==> src/rtl/echo_seq_ctrl.sv <==
// Control sequencer for the single-tap feedback echo datapath (s0 multiply, s1 add/clip, s2 delay FIFO + feedback multiply).
// Ports: pi_clk/pi_sreset_n, pi_feedback_delay, AXIS slave (pi_valid, pi_tlast, po_ready), AXIS master (po_valid, po_tlast, pi_ready),
//        datapath strobes (po_clk_en_s0/s1, po_we_en, po_rd_en, po_fifo_sreset, po_mux_sel), status (po_armed, po_delay_err).
module echo_seq_ctrl #(
  parameter int MEM_DEPTH = 4,
  parameter int CNT_WIDTH = $clog2(MEM_DEPTH + 1)
) (
  input  logic        pi_clk,
  input  logic        pi_sreset_n,
  input  logic [15:0] pi_feedback_delay,
  input  logic        pi_valid,
  input  logic        pi_tlast,
  output logic        po_ready,
  output logic        po_valid,
  output logic        po_tlast,
  input  logic        pi_ready,
  output logic        po_clk_en_s0,
  output logic        po_clk_en_s1,
  output logic        po_we_en,
  output logic        po_rd_en,
  output logic        po_fifo_sreset,
  output logic        po_mux_sel,
  output logic        po_armed,
  output logic        po_delay_err
);

  typedef enum logic [2:0] {
    S_LOAD,
    S_WAIT,
    S_READ,
    S_ADD,
    S_OUT
  } state_t;

  localparam logic [CNT_WIDTH-1:0] DEPTH_C = CNT_WIDTH'(MEM_DEPTH);

  state_t               state, state_nxt;
  logic [CNT_WIDTH-1:0] dq;         // delay latched at LOAD, clamped to MEM_DEPTH
  logic [CNT_WIDTH-1:0] cnt;        // samples written into the delay line this frame
  logic [CNT_WIDTH-1:0] cnt_inc;
  logic                 armed;
  logic                 delay_err;
  logic                 tlast_q;
  logic                 wr_pend;    // set on entry to OUT so only the first OUT cycle writes
  logic                 over;
  logic [CNT_WIDTH-1:0] d_clamped;
  logic                 wr;

  assign over      = (pi_feedback_delay > 16'(MEM_DEPTH));
  assign d_clamped = over ? DEPTH_C : pi_feedback_delay[CNT_WIDTH-1:0];
  assign wr        = (state == S_OUT) && wr_pend && (dq != '0);
  // Saturating count; armed stays set once the line holds dq samples.
  assign cnt_inc   = (cnt == dq) ? cnt : cnt + 1'b1;

  assign po_armed     = armed;
  assign po_delay_err = delay_err;

  always_ff @(posedge pi_clk) begin
    if (!pi_sreset_n) begin
      state     <= S_LOAD;
      dq        <= '0;
      cnt       <= '0;
      armed     <= 1'b0;
      delay_err <= 1'b0;
      tlast_q   <= 1'b0;
      wr_pend   <= 1'b0;
    end else begin
      state <= state_nxt;
      case (state)
        S_LOAD: begin
          dq        <= d_clamped;
          delay_err <= over;
          cnt       <= '0;
          armed     <= 1'b0;
        end
        S_WAIT: begin
          if (pi_valid) tlast_q <= pi_tlast;
        end
        S_ADD: begin
          wr_pend <= 1'b1;
        end
        S_OUT: begin
          wr_pend <= 1'b0;
          if (wr) begin
            cnt   <= cnt_inc;
            armed <= (cnt_inc == dq);
          end
        end
        default: ;
      endcase
    end
  end

  always_comb begin
    state_nxt      = state;
    po_ready       = 1'b0;
    po_valid       = 1'b0;
    po_tlast       = 1'b0;
    po_clk_en_s0   = 1'b0;
    po_clk_en_s1   = 1'b0;
    po_we_en       = 1'b0;
    po_rd_en       = 1'b0;
    po_fifo_sreset = 1'b0;
    po_mux_sel     = 1'b0;
    case (state)
      S_LOAD: begin
        po_fifo_sreset = 1'b1;
        state_nxt      = S_WAIT;
      end
      S_WAIT: begin
        po_ready = 1'b1;
        if (pi_valid) begin
          po_clk_en_s0 = 1'b1;
          po_rd_en     = armed;
          state_nxt    = S_READ;
        end
      end
      S_READ: begin
        po_mux_sel = armed;
        state_nxt  = S_ADD;
      end
      S_ADD: begin
        po_mux_sel   = armed;
        po_clk_en_s1 = 1'b1;
        state_nxt    = S_OUT;
      end
      S_OUT: begin
        po_valid = 1'b1;
        po_tlast = tlast_q;
        po_we_en = wr;
        if (pi_ready) state_nxt = tlast_q ? S_LOAD : S_WAIT;
      end
      default: state_nxt = S_LOAD;
    endcase
    // Reset held low silences every strobe, including the LOAD flush.
    if (!pi_sreset_n) begin
      po_ready       = 1'b0;
      po_valid       = 1'b0;
      po_tlast       = 1'b0;
      po_clk_en_s0   = 1'b0;
      po_clk_en_s1   = 1'b0;
      po_we_en       = 1'b0;
      po_rd_en       = 1'b0;
      po_fifo_sreset = 1'b0;
      po_mux_sel     = 1'b0;
    end
  end

endmodule

==> config.mk <==
export PLATFORM = sky130hd
export DESIGN_NAME = echo_seq_ctrl
export DESIGN_NICKNAME = d
export VERILOG_FILES = /design/src/rtl/echo_seq_ctrl.sv
export SDC_FILE = /design/constraint.sdc
export NUM_CORES = 1
export LEC_CHECK = 0
export ABC_AREA = 1
export CORE_ASPECT_RATIO = 1.1
export CORE_MARGIN = 2
export CORE_UTILIZATION = 42
export DETAILED_ROUTE_END_ITERATION = 6
export GPL_ROUTABILITY_DRIVEN = 0
export PLACE_DENSITY = 0.77
export SLEW_MARGIN = 20
export SYNTH_ARGS = -nofsm -noshare
export SYNTH_HDL_FRONTEND = slang
export SYNTH_SLANG_ARGS = --single-unit
==> constraint.sdc <==
create_clock -name pi_clk -period 1.42 [get_ports pi_clk]
set_input_delay 0.284 -clock pi_clk [delete_from_list [all_inputs] [get_ports pi_clk]]
set_output_delay 0.284 -clock pi_clk [all_outputs]
set_load 0.1 [all_outputs]
Word level (Yosys, flattened, before mapping)
Index checks and enable logic that the tools add are counted.

Bits in registers: 13. Input bits: 21. Output and inout bits: 11. Word-level logic and storage cells: 59.

Add/sub/neg operators: 1. Magnitude comparators: 1. Equality and inequality tests: 9. Multiplexer cells: 31. Reductions and logical operators: 10.

Operators by type and width (count): 1-bit 2-to-1 mux (22); 16-bit by 3-bit greater-than comparator with 1-bit output (second input constant) (1); 3-bit 2-to-1 mux (5); 3-bit case mux with 5 select lines (1); 3-bit by 2-bit equality test with 1-bit output (second input constant) (2); 3-bit equality test (2); 2-bit inequality test (second input constant) (3); 3-bit case mux with 2 select lines (1); 2-bit AND reduction (3); 1-bit case mux with 2 select lines (2); 2-bit nonzero test (2); 3-bit by 1-bit adder with 3-bit output (second input constant) (1); 3-bit by 1-bit equality test with 1-bit output (second input constant) (1); 3-bit equality test (second input constant) (1); 3-bit zero test (1); 3-bit nonzero test (1); 1-bit logical AND (2); 2-bit OR reduction (1).

Longest topological paths before layout
Depth in word-level cells: 5. Gate-level depth with buffers: 9. Depth with buffers taken out: 9.

Worst setup path after synthesis
No wires, ideal clock.

Path type: register to output. Start point: register armed, in the netlist po_armed. End point: output po_mux_sel. Data arrival time: 3.177 ns. Data required time: 1.136 ns. Slack: -2.041 ns. Cell stages (with the launch flop): 3. Path buffers: 0. Cell sequence: dfxtp_1 -> nand2_1 -> nor3_1.

Cells in the longest elaborated chain, start to end: 2.

RTL lines: start, declared (RTL line 41) `logic armed;`; start signal, assigned (RTL line 86) `armed <= (cnt_inc == dq);`; 1-bit 2-to-1 mux (RTL line 105) `case (state)`; 1-bit 2-to-1 mux (RTL line 136) `if (!pi_sreset_n) begin`; end, declared (RTL line 22) `output logic po_mux_sel,`.

Every way passes these cells.

Final worst setup path
Start point: register state[1]. End point: output po_clk_en_s1.

Cells in the longest elaborated chain, start to end: 3.

RTL lines: start, declared (RTL line 37) `state_t state, state_nxt;`; start signal, assigned (RTL line 68) `state <= state_nxt;`; 3-bit by 2-bit equality test with 1-bit output (RTL line 105); 1-bit 2-to-1 mux (RTL line 105); 1-bit 2-to-1 mux (RTL line 136); end, declared (RTL line 18) `output logic po_clk_en_s1,`.

Every way passes these cells.

==> results by group <==
Synth
  • Seq/Total Area, Yosys: 0.3235
  • Post-synthesis compound-gate area fraction: 0.1182
  • Post-synthesis mux area share: 0
  • Main combinational cell family by area after synthesis: simple AND/OR/NAND/NOR gates
  • Simple-gate area share of the yosys netlist: 0.4479
  • Post-synth top area cell: dfxtp_1
  • Synth Register Bits: 13
  • Post-synthesis xor/xnor area fraction: 0
  • Adder-cell area share of the yosys netlist: 0.01555
  • YS warnings: 0
  • Post-synth ARST share: 0
  • Synth top area cells: dfxtp_1 (32%), nand2_1 (13%), nor2_1 (8.9%)
  • Post-synth cell types: 25
  • Gate Count Post-Synth: around 130
  • Post-synth top area share: 0.3235
  • Top_reg_cell synth: dfxtp_1
  • Post-synth EDFFs: 0
  • Mean post-synth cell area: about 6.4 sq um
  • Mapped cell area: about 800 sq um
  • Synthesized Nets: approximately 150

Floorplanning
  • Die Wd: roughly 46 microns
  • Starting Density: 0.4465
  • Row cnt: 16
  • Io pins: 32
  • Die Span Y: ~50 microns
  • Full die area: 0.002282 sq mm
  • Core ar.: about 0.0018 sq mm

Critical path
  • Worst-path fanout max: 4
  • CP Buf/Inv Count: 3
  • FF-to-FF Start: state[0]
  • Stages on worst setup path: 5
  • Crit path required time: roughly 1100 ps
  • Register-to-register setup slack: -80 ps
  • CP arrival: approximately 1300 ps
  • Worst r2r path cells: 10
  • Critical path type: register to output port
  • Crit path capture type: output port
  • FF-to-FF End: po_armed
  • Slowest stage delay, CP: ~400 ps
  • Crit path max-delay family: flip-flops
  • Slowest-stage cell, CP: dfxtp_4
  • Crit path launch: state[1]
  • Cell chain of the critical path: inv_6 -> nor3_2 -> inv_2 -> nor2_4 -> buf_12
  • Startpoint Class: register

Power
  • Pwr dens: ~700 mW/mm^2
  • Int Pwr: a little under 700 uW
  • Comb power frac: 0.412
  • Sequential share of power: 0.367
  • Clock network power share: 0.221
  • Sw frac: 0.3841
  • Leak pwr: 0.0006697 uW
  • Peak VDD IR: roughly 0.6 mV
  • Net Sw Power: ~420 uW

Route
  • Final ANT Viol Nets: 0
  • WL final: between 3 and 4 mm
  • DR WL/cell: approximately 16 microns
  • Via count: between 1000 and 1500
  • Detailed Route Iter0 Violations: 47
  • Vias/cell: ~5.6
  • Drt drc: 0
  • DRT Pass-1 Iters: 4

Min path
  • Hold Crit Class: primary input to register
  • Hold EP: state[0]
  • Worst hold path stage count: 4
  • Hold Startpoint: pi_valid

Clock network
  • CTS Hold Bufs: 0
  • Maximum clock path buffer count: 2
  • CTS sink count: 13
  • H-tree levels: 1
  • Clock Latency Late Sink: about 290 ps
  • Worst-path clk slew: approximately 80 ps
  • CTS Buf Count: 3
  • CTS Root Cell: clkbuf_4
  • CTS tree: built

Final layout
  • Final core occ: 0.8708
  • Fin cells: 196
  • Register area: between 200 and 300 sq um
  • Antenna diode count: 0
  • Multi-input logic area: roughly 570 sq um
  • Fillers: between 90 and 100
  • Layout cells sized above 1: 0.3708
  • # nets final: between 200 and 250
  • Area Overhead vs Synth: 95.02%

Placed design
  • # placed instances: 181
  • Port Buffers: 31
  • HPWL after DPL: approximately 2.0 mm

Global route
  • Initial antenna violation count: 0
  • Gr usage total: 0.2473
  • Total gr overflow: 0
  • Largest net degree at the start of global routing: 9
  • First-pass GRT wire length: 4.202 mm
  • Number of global-route vias before repair: roughly 990

STA
  • Pins over their slew limit: 0
  • Worst-Margin Slew: roughly 240 ps
  • Hold Violations, Final: 0
  • Tmin final: ~1600 ps
  • Hold slack: 501.8 ps
  • Total negative slack: -1496 ps
  • Clk_skew: between 6 and 7 ps
  • Fmax: between 600 and 700 MHz
  • RSZ-0062 raised after global routing: yes
  • Tcrit/Tclk final: 1.144
  • Relative slew slack: 0.8390
  • Worst setup slack after layout: -204.2 ps
  • Final setup violation count: 12

Run
  • Max Cap Viol: 0

Run status
  • Status: finished with violations
  • Failing checks: negative setup slack
==> kinds of logic after synthesis <==
kind of cell,count (synthesis)
flip-flops,13
AND/OR/NAND/NOR,75
AO/OA/AOI/OAI,16
buffers and inverters,20
adder cells (fa/ha/maj),1
==> cell usage after synthesis, drive strengths merged (2+ instances only) <==
library cell,count
nand2,29
o21ai,2
o21a,2
nand3,12
nand4,5
o22ai,3
a21oi,8
or2,2
nor3,4
inv,18
nor2,21
dfxtp,13
==> repair_timing <==
item,in CTS,in global routing
setup endpoints to repair,9,13
buffers inserted,5,6
resized for setup,5,10
pin swaps,8,7
==> how the worst max path moves through the flow <==
| stage | endpoint | slack (ps) |
|---|---|---|
| floorplan | po_mux_sel | -300 |
| global placement | po_rd_en | -260 |
| detailed placement | po_rd_en | -300 |
| CTS | po_we_en | -180 |
| global route | po_we_en | -250 |
| finish | po_clk_en_s1 | -200 |
==> worst register-to-register path, delay by kind of cell, from the launching register on <==
family        cells  cell delay [ps]
buf+inv           3              310
simple gates      7              770
flops             1              370
==> power by group through the flow <==
stage	Clock, uW	Combinational [uW]	Sequential [uW]
6_report	245	455	405
5_1_grt	259	482	408
4_1_cts	241	406	404
3_5_place_dp	0	390	412
3_3_place_gp	0	381	412
2_1_floorplan	0	211	431
==> flip-flops by register name, indices dropped and copies added (netlist names) <==
register / flops
po_armed: 1
po_delay_err: 1
state: 3
dq: 3
cnt: 3
tlast_q: 1
wr_pend: 1
==> area by class of cell <==
| type | instances | share of cell area |
|---|---|---|
| Multi-Input combinational cell | 92 | 0.3636 |
| Sequential cell | 13 | 0.1762 |
| Timing Repair Buffer | 50 | 0.3724 |
| Inverter | 19 | 0.05582 |
| Clock buffer | 3 | 0.01435 |
| Tap cell | 18 | 0.01435 |
| Clock inverter | 1 | 0.003190 |
==> through the flow <==
stage / cell area (sq um) / setup WS (ps) / power [uW]
after global placement: 1418 / -259.4 / 792.8
final: 1569 / -204.2 / 1105
after detailed placement: 1418 / -296.9 / 801.9
after CTS: 1493 / -175.2 / 1051
after floorplan: 909.6 / -298.5 / 641.9
after global routing: 1569 / -246.4 / 1149
==> per-layer routing <==
metal  global-route usage  share of wire
met3              0.01465          0.053
met2               0.4531           0.54
met4              0.07619          0.047
met5                    0              0
met1               0.2931           0.35
==> layout by cell type (no fill, tap or decap), types with 7 or more instances in the layout <==
cell type         n
a21oi_1           7
buf_12           12
nor2_1           12
clkdlybuf4s50_1  18
nand3_1          10
nor2_4            8
buf_4            15
inv_1            14
dfxtp_1           8
nand2_1          25
Note: power is estimated with default switching activity, not from simulation.
